[src/rtl/pong_spi_slave.sv]
`timescale 1ns/1ps
// pong_spi_slave: SPI mode-0 slave, oversampled by clk_clk.
// SCLK, MOSI and SS_n are synchronized. Received frames are presented on
// rx_data/rx_valid. A single holding register supplies the word that is
// returned on MISO in the next frame, and IDLE_BYTE is sent when it is empty.
module pong_spi_slave #(
    parameter int               WIDTH     = 8,
    parameter logic [WIDTH-1:0] IDLE_BYTE = '0
) (
    input  logic             clk_clk,
    input  logic             reset_reset_n,
    input  logic             spi_slave_SCLK,
    input  logic             spi_slave_MOSI,
    input  logic             spi_slave_SS_n,
    output logic             spi_slave_MISO,
    input  logic [WIDTH-1:0] tx_data,
    input  logic             tx_valid,
    output logic             tx_ready,
    output logic [WIDTH-1:0] rx_data,
    output logic             rx_valid,
    output logic             frame_err
);

    localparam int               CNT_W    = $clog2(WIDTH + 1);
    localparam logic [CNT_W-1:0] LAST_BIT = CNT_W'(WIDTH - 1);

    typedef enum logic {
        IDLE  = 1'b0,
        SHIFT = 1'b1
    } state_t;

    state_t state, state_next;

    logic sclk_s1, sclk_s2, sclk_s3;
    logic mosi_s1, mosi_s2;
    logic ss_s1, ss_s2;

    logic [CNT_W-1:0] bit_cnt;
    logic [WIDTH-1:0] rx_shift;
    logic [WIDTH-1:0] tx_shift;
    logic [WIDTH-1:0] hold_data;
    logic             hold_full;
    logic             word_done;
    logic             data_new;

    logic sclk_rise, sclk_fall;
    logic start, leave, abort, rise_ok, fall_ok;
    logic last_bit, reload, capture;

    assign sclk_rise = sclk_s2 & ~sclk_s3;
    assign sclk_fall = ~sclk_s2 & sclk_s3;

    // Synchronize the SPI pins into the clk_clk domain; third SCLK stage for edges.
    // NOTE: every clocked block uses non-blocking assignments so all flops
    // sample the pre-edge values and the synchronizer chain shifts one stage per clock.
    always_ff @(posedge clk_clk or negedge reset_reset_n) begin
        if (!reset_reset_n) begin
            sclk_s1 <= 1'b0;
            sclk_s2 <= 1'b0;
            sclk_s3 <= 1'b0;
            mosi_s1 <= 1'b0;
            mosi_s2 <= 1'b0;
            ss_s1   <= 1'b1;
            ss_s2   <= 1'b1;
        end else begin
            sclk_s1 <= spi_slave_SCLK;
            sclk_s2 <= sclk_s1;
            sclk_s3 <= sclk_s2;
            mosi_s1 <= spi_slave_MOSI;
            mosi_s2 <= mosi_s1;
            ss_s1   <= spi_slave_SS_n;
            ss_s2   <= ss_s1;
        end
    end

    // FSM state register.
    always_ff @(posedge clk_clk or negedge reset_reset_n) begin
        if (!reset_reset_n) begin
            state <= IDLE;
        end else begin
            state <= state_next;
        end
    end

    // Next state and per-cycle control strobes. SS_n high always wins over SCLK
    // edges, so a rise seen together with the deselect counts as an abort.
    // NOTE: every output of this block gets a default first so no path leaves
    // one unassigned, which would infer a latch.
    always_comb begin
        state_next = state;
        start      = 1'b0;
        leave      = 1'b0;
        abort      = 1'b0;
        rise_ok    = 1'b0;
        fall_ok    = 1'b0;
        case (state)
            IDLE: begin
                // In IDLE the synchronized SS_n was high, so low here is a falling edge.
                if (!ss_s2) begin
                    state_next = SHIFT;
                    start      = 1'b1;
                end
            end
            SHIFT: begin
                if (ss_s2) begin
                    state_next = IDLE;
                    leave      = 1'b1;
                    abort      = (bit_cnt != '0);
                end else begin
                    rise_ok = sclk_rise;
                    fall_ok = sclk_fall && (bit_cnt != '0);
                end
            end
            default: state_next = IDLE;
        endcase
    end

    assign last_bit = rise_ok && (bit_cnt == LAST_BIT);
    assign reload   = start | last_bit;
    assign capture  = tx_valid & ~hold_full;

    // Bit counter, receive/transmit shift registers and holding register.
    always_ff @(posedge clk_clk or negedge reset_reset_n) begin
        if (!reset_reset_n) begin
            bit_cnt   <= '0;
            rx_shift  <= '0;
            tx_shift  <= '0;
            hold_data <= '0;
            hold_full <= 1'b0;
        end else begin
            if (leave || start || last_bit) begin
                bit_cnt <= '0;
            end else if (rise_ok) begin
                bit_cnt <= bit_cnt + 1'b1;
            end

            if (rise_ok) begin
                rx_shift <= {rx_shift[WIDTH-2:0], mosi_s2};
            end

            // A reload takes the buffered word if present; a capture in the same
            // cycle only fills the holding register for the following frame.
            if (reload) begin
                tx_shift <= hold_full ? hold_data : IDLE_BYTE;
            end else if (fall_ok) begin
                tx_shift <= {tx_shift[WIDTH-2:0], 1'b0};
            end

            if (reload && hold_full) begin
                hold_full <= 1'b0;
            end else if (capture) begin
                hold_data <= tx_data;
                hold_full <= 1'b1;
            end
        end
    end

    // Frame completion pipeline: publish rx_data one cycle after the last bit,
    // then pulse rx_valid the cycle after that; aborts pulse frame_err.
    always_ff @(posedge clk_clk or negedge reset_reset_n) begin
        if (!reset_reset_n) begin
            word_done <= 1'b0;
            data_new  <= 1'b0;
            rx_data   <= '0;
            rx_valid  <= 1'b0;
            frame_err <= 1'b0;
        end else begin
            word_done <= last_bit;
            data_new  <= word_done;
            rx_valid  <= data_new;
            frame_err <= abort;
            if (word_done) begin
                rx_data <= rx_shift;
            end
        end
    end

    assign tx_ready       = ~hold_full;
    assign spi_slave_MISO = (state == SHIFT) & tx_shift[WIDTH-1];

endmodule

[config.mk]
export PLATFORM = sky130hd
export DESIGN_NAME = pong_spi_slave
export DESIGN_NICKNAME = d
export VERILOG_FILES = /design/src/rtl/pong_spi_slave.sv
export SDC_FILE = /design/constraint.sdc
export NUM_CORES = 1
export LEC_CHECK = 0
export CAP_MARGIN = 20
export CORE_MARGIN = 5
export CORE_UTILIZATION = 53
export DETAILED_ROUTE_END_ITERATION = 12
export GPL_ROUTABILITY_DRIVEN = 0
export HOLD_SLACK_MARGIN = 0.12
export MAX_ROUTING_LAYER = met4
export PLACE_DENSITY = 0.81
export SLEW_MARGIN = 20
export SYNTH_ARGS = -nofsm -noshare
export SYNTH_HDL_FRONTEND = slang
export SYNTH_SLANG_ARGS = --single-unit
export TNS_END_PERCENT = 50
[constraint.sdc]
create_clock -name clk_clk -period 2 [get_ports clk_clk]
set_clock_uncertainty 0.1 [all_clocks]
set_input_delay 0.2 -clock clk_clk [delete_from_list [all_inputs] [get_ports clk_clk]]
set_output_delay 0.2 -clock clk_clk [all_outputs]
set_load 0.02 [all_outputs]
==> results.cfg <==
[run_status]
outcome = completed

[final_layout]
fin_cells = 215
n_antenna_cell = 0
layout_commonest_cell = dfrtp_1
n_fill_cell = 278
final_cell_mix = dfrtp_1, mux2_2, clkdlybuf4s50_1
postLayoutCellArea_um2 = 2392
drive_above_1_share_pct = 24.55
final_util_pct = 66.34
syn2layout_area_growth_pct = 23.51
seqCellArea_um2 = 1229
finalNetCount = 183
multi_input_area_um2 = 658.1

[sta]
fmaxAchievable_mhz = 548.9
post-route-period-util_pct = 91.09
setup_viol = 0
whs_ns = 0.2130
fin_ws_ns = 0.1782
finalCriticalPeriod_ns = 1.822
rsz0062_at_grt = false
slew_headroom_pct = 52.88
finalHoldViolCount = 0
setup_tns_ns = 0
max_slew.worst_pin.slew_ns = 0.7068
finalMaxSlewViolations = 0

[grt]
grt_pass1_wl_mm = 5.934
grt_max_degree = 35
track_usage_pct = 16.07
overflow = 0
antenna_found_initial = 0
grt_pass1_vias = 1224

[pwr]
total_leakage_power_nw = 1.180
irDropWorstVdd_mv = 0.4826
power_density_nw_per_um2 = 1020
finalPower_mw = 2.440

[setup_path]
r2r_start = bit_cnt[0]$_DFFE_PN0P_
critPathKind = reg2out
cp-start-kind = register
crit_path_max_fanout = 5
worst_setup_path_end_kind = output pin
critPathLaunch = state$_DFF_PN0_
arrival_ns = 1.52
worstPathRequired_ns = 1.70

[floorplan]
num_io_pins = 26
rows = 22
die_x_um = 70.45
die_y_um = 70.45
initial_core_util_pct = 53.71
core_area_um2 = 3606
die_area_um2 = 4963

[place]
placed_area_um2 = 2248
preCtsSetupSlack_ns = 0.2245
dpl.cell_count = 206
hpwl_mm = 2.399
port_buffers = 25

[clock_tree]
worstSkewPairLatency_ns = 0.30
clock-sinks = 49
clk_pin_slew_ns = 0.09
cts_made_buffers = 5
cts_max_path_buffers = 2
root_buffer = clkbuf_8
cts_tree = built
cts_setup_buffers = 0
cts-htree-levels = 2

[routing]
ant_nets = 0
drt_wl_total_mm = 3.363
via_per_inst = 5.237
drc = 0
num_vias = 1126
drt_first_pass_iters = 4
wl_per_cell_um = 15.64
drt_iter0_drc = 28

[synth]
syn_area_per_cell_um2 = 14.45
syn_inst = 134
synth-seq-cells = 49
seq_area_frac_synth_pct = 63.44
synth_area_um2 = 1937
syn_nets = 151
synthDistinctLibCells = 26
yosys_warnings = 0

[run]
drv_cap = 0

[worst_hold_path]
hold_start = spi_slave_SS_n
hp-class = in2reg
==> power by group <==
part / internal (mW) / switching (mW) / total (mW)
clock network: 0.496 / 0.313 / 0.809
logic: 0.200 / 0.143 / 0.343
registers: 1.17 / 0.121 / 1.29
==> kinds of logic after synthesis <==
family | share of synthesized area (%)
AO/OA/AOI/OAI | 1.874
XOR/XNOR | 0.9046
adder cells (fa/ha/maj) | 1.938
buffers and inverters | 2.584
flip-flops | 63.44
multiplexers | 21.19
AND/OR/NAND/NOR | 8.075
==> synth_stat cells <==
cell type | instances | area share [%]
and4bb_4 | 1 | 0.84
inv_1 | 7 | 1.4
nor2b_1 | 2 | 0.65
xnor2_1 | 2 | 0.90
nand4_1 | 2 | 0.65
ha_1 | 3 | 1.9
nand3_1 | 2 | 0.52
or3_1 | 1 | 0.32
a21boi_0 | 1 | 0.39
dfrtp_1 | 47 | 61
mux2_2 | 24 | 14
a21o_1 | 1 | 0.39
buf_2 | 1 | 0.26
or3b_1 | 1 | 0.45
mux2i_1 | 14 | 7.2
a21boi_1 | 1 | 0.39
nand2b_1 | 1 | 0.32
nand4_4 | 1 | 1.1
buf_4 | 1 | 0.39
and2_1 | 2 | 0.65
and3_1 | 2 | 0.65
dfstp_2 | 2 | 2.7
a41oi_1 | 1 | 0.45
nand2_1 | 10 | 1.9
o21ai_0 | 1 | 0.26
clkbuf_1 | 3 | 0.58
==> flip-flops by register name (all words and copies together) (netlist names), 4 cells and up <==
name       flops
tx_shift       8
hold_data      8
bit_cnt        4
rx_data        8
rx_shift       8
==> worst max-delay path, stage by stage, from the launching register on <==
cell	delay (ns)
dfrtp_1	0.46
and2_1	0.16
clkdlybuf4s50_1	0.59
==> what timing repair did <==
action                                 4_1_cts  5_1_grt
gates resized for setup                      0        0
hold buffers                                 1        0
endpoints found under the hold margin       30        0
==> worst paths after layout <==
kind / endpoint / slack, ns / cells after the start
worst min-delay path: ss_s1$_DFF_PN1_ / 0.21 / 1
max in group asynchronous: rx_shift[5]$_DFFE_PN0P_ / 0.81 / 3
min in group asynchronous: rx_valid$_DFF_PN0_ / 0.38 / 2
worst min register to register: mosi_s2$_DFF_PN0_ / 0.25 / 0
worst max register to register: tx_shift[6]$_DFFE_PN0P_ / 0.22 / 6
worst max-delay path: spi_slave_MISO / 0.18 / 2
==> per-layer routing <==
metal / wire [µm] / part of all wire (%) / track usage, % / vias up
met5: 0 / 0 / - / -
met4: 106 / 3.2 / 8.298 / 0
met3: 191 / 5.7 / 5.755 / 9
met2: 1703 / 51 / 25.68 / 38
met1: 1362 / 40 / 17.55 / 556
li1: - / - / - / 523
==> cell type report <==
class,instances,share of cell area (%)
clock inverter,3,2.720
multi-input combinational,73,27.51
timing repair buffer,30,11.92
tap,48,2.510
sequential,49,51.36
inverter,7,1.098
clock buffer,5,2.877
Note: power is estimated with default switching activity, not from simulation.
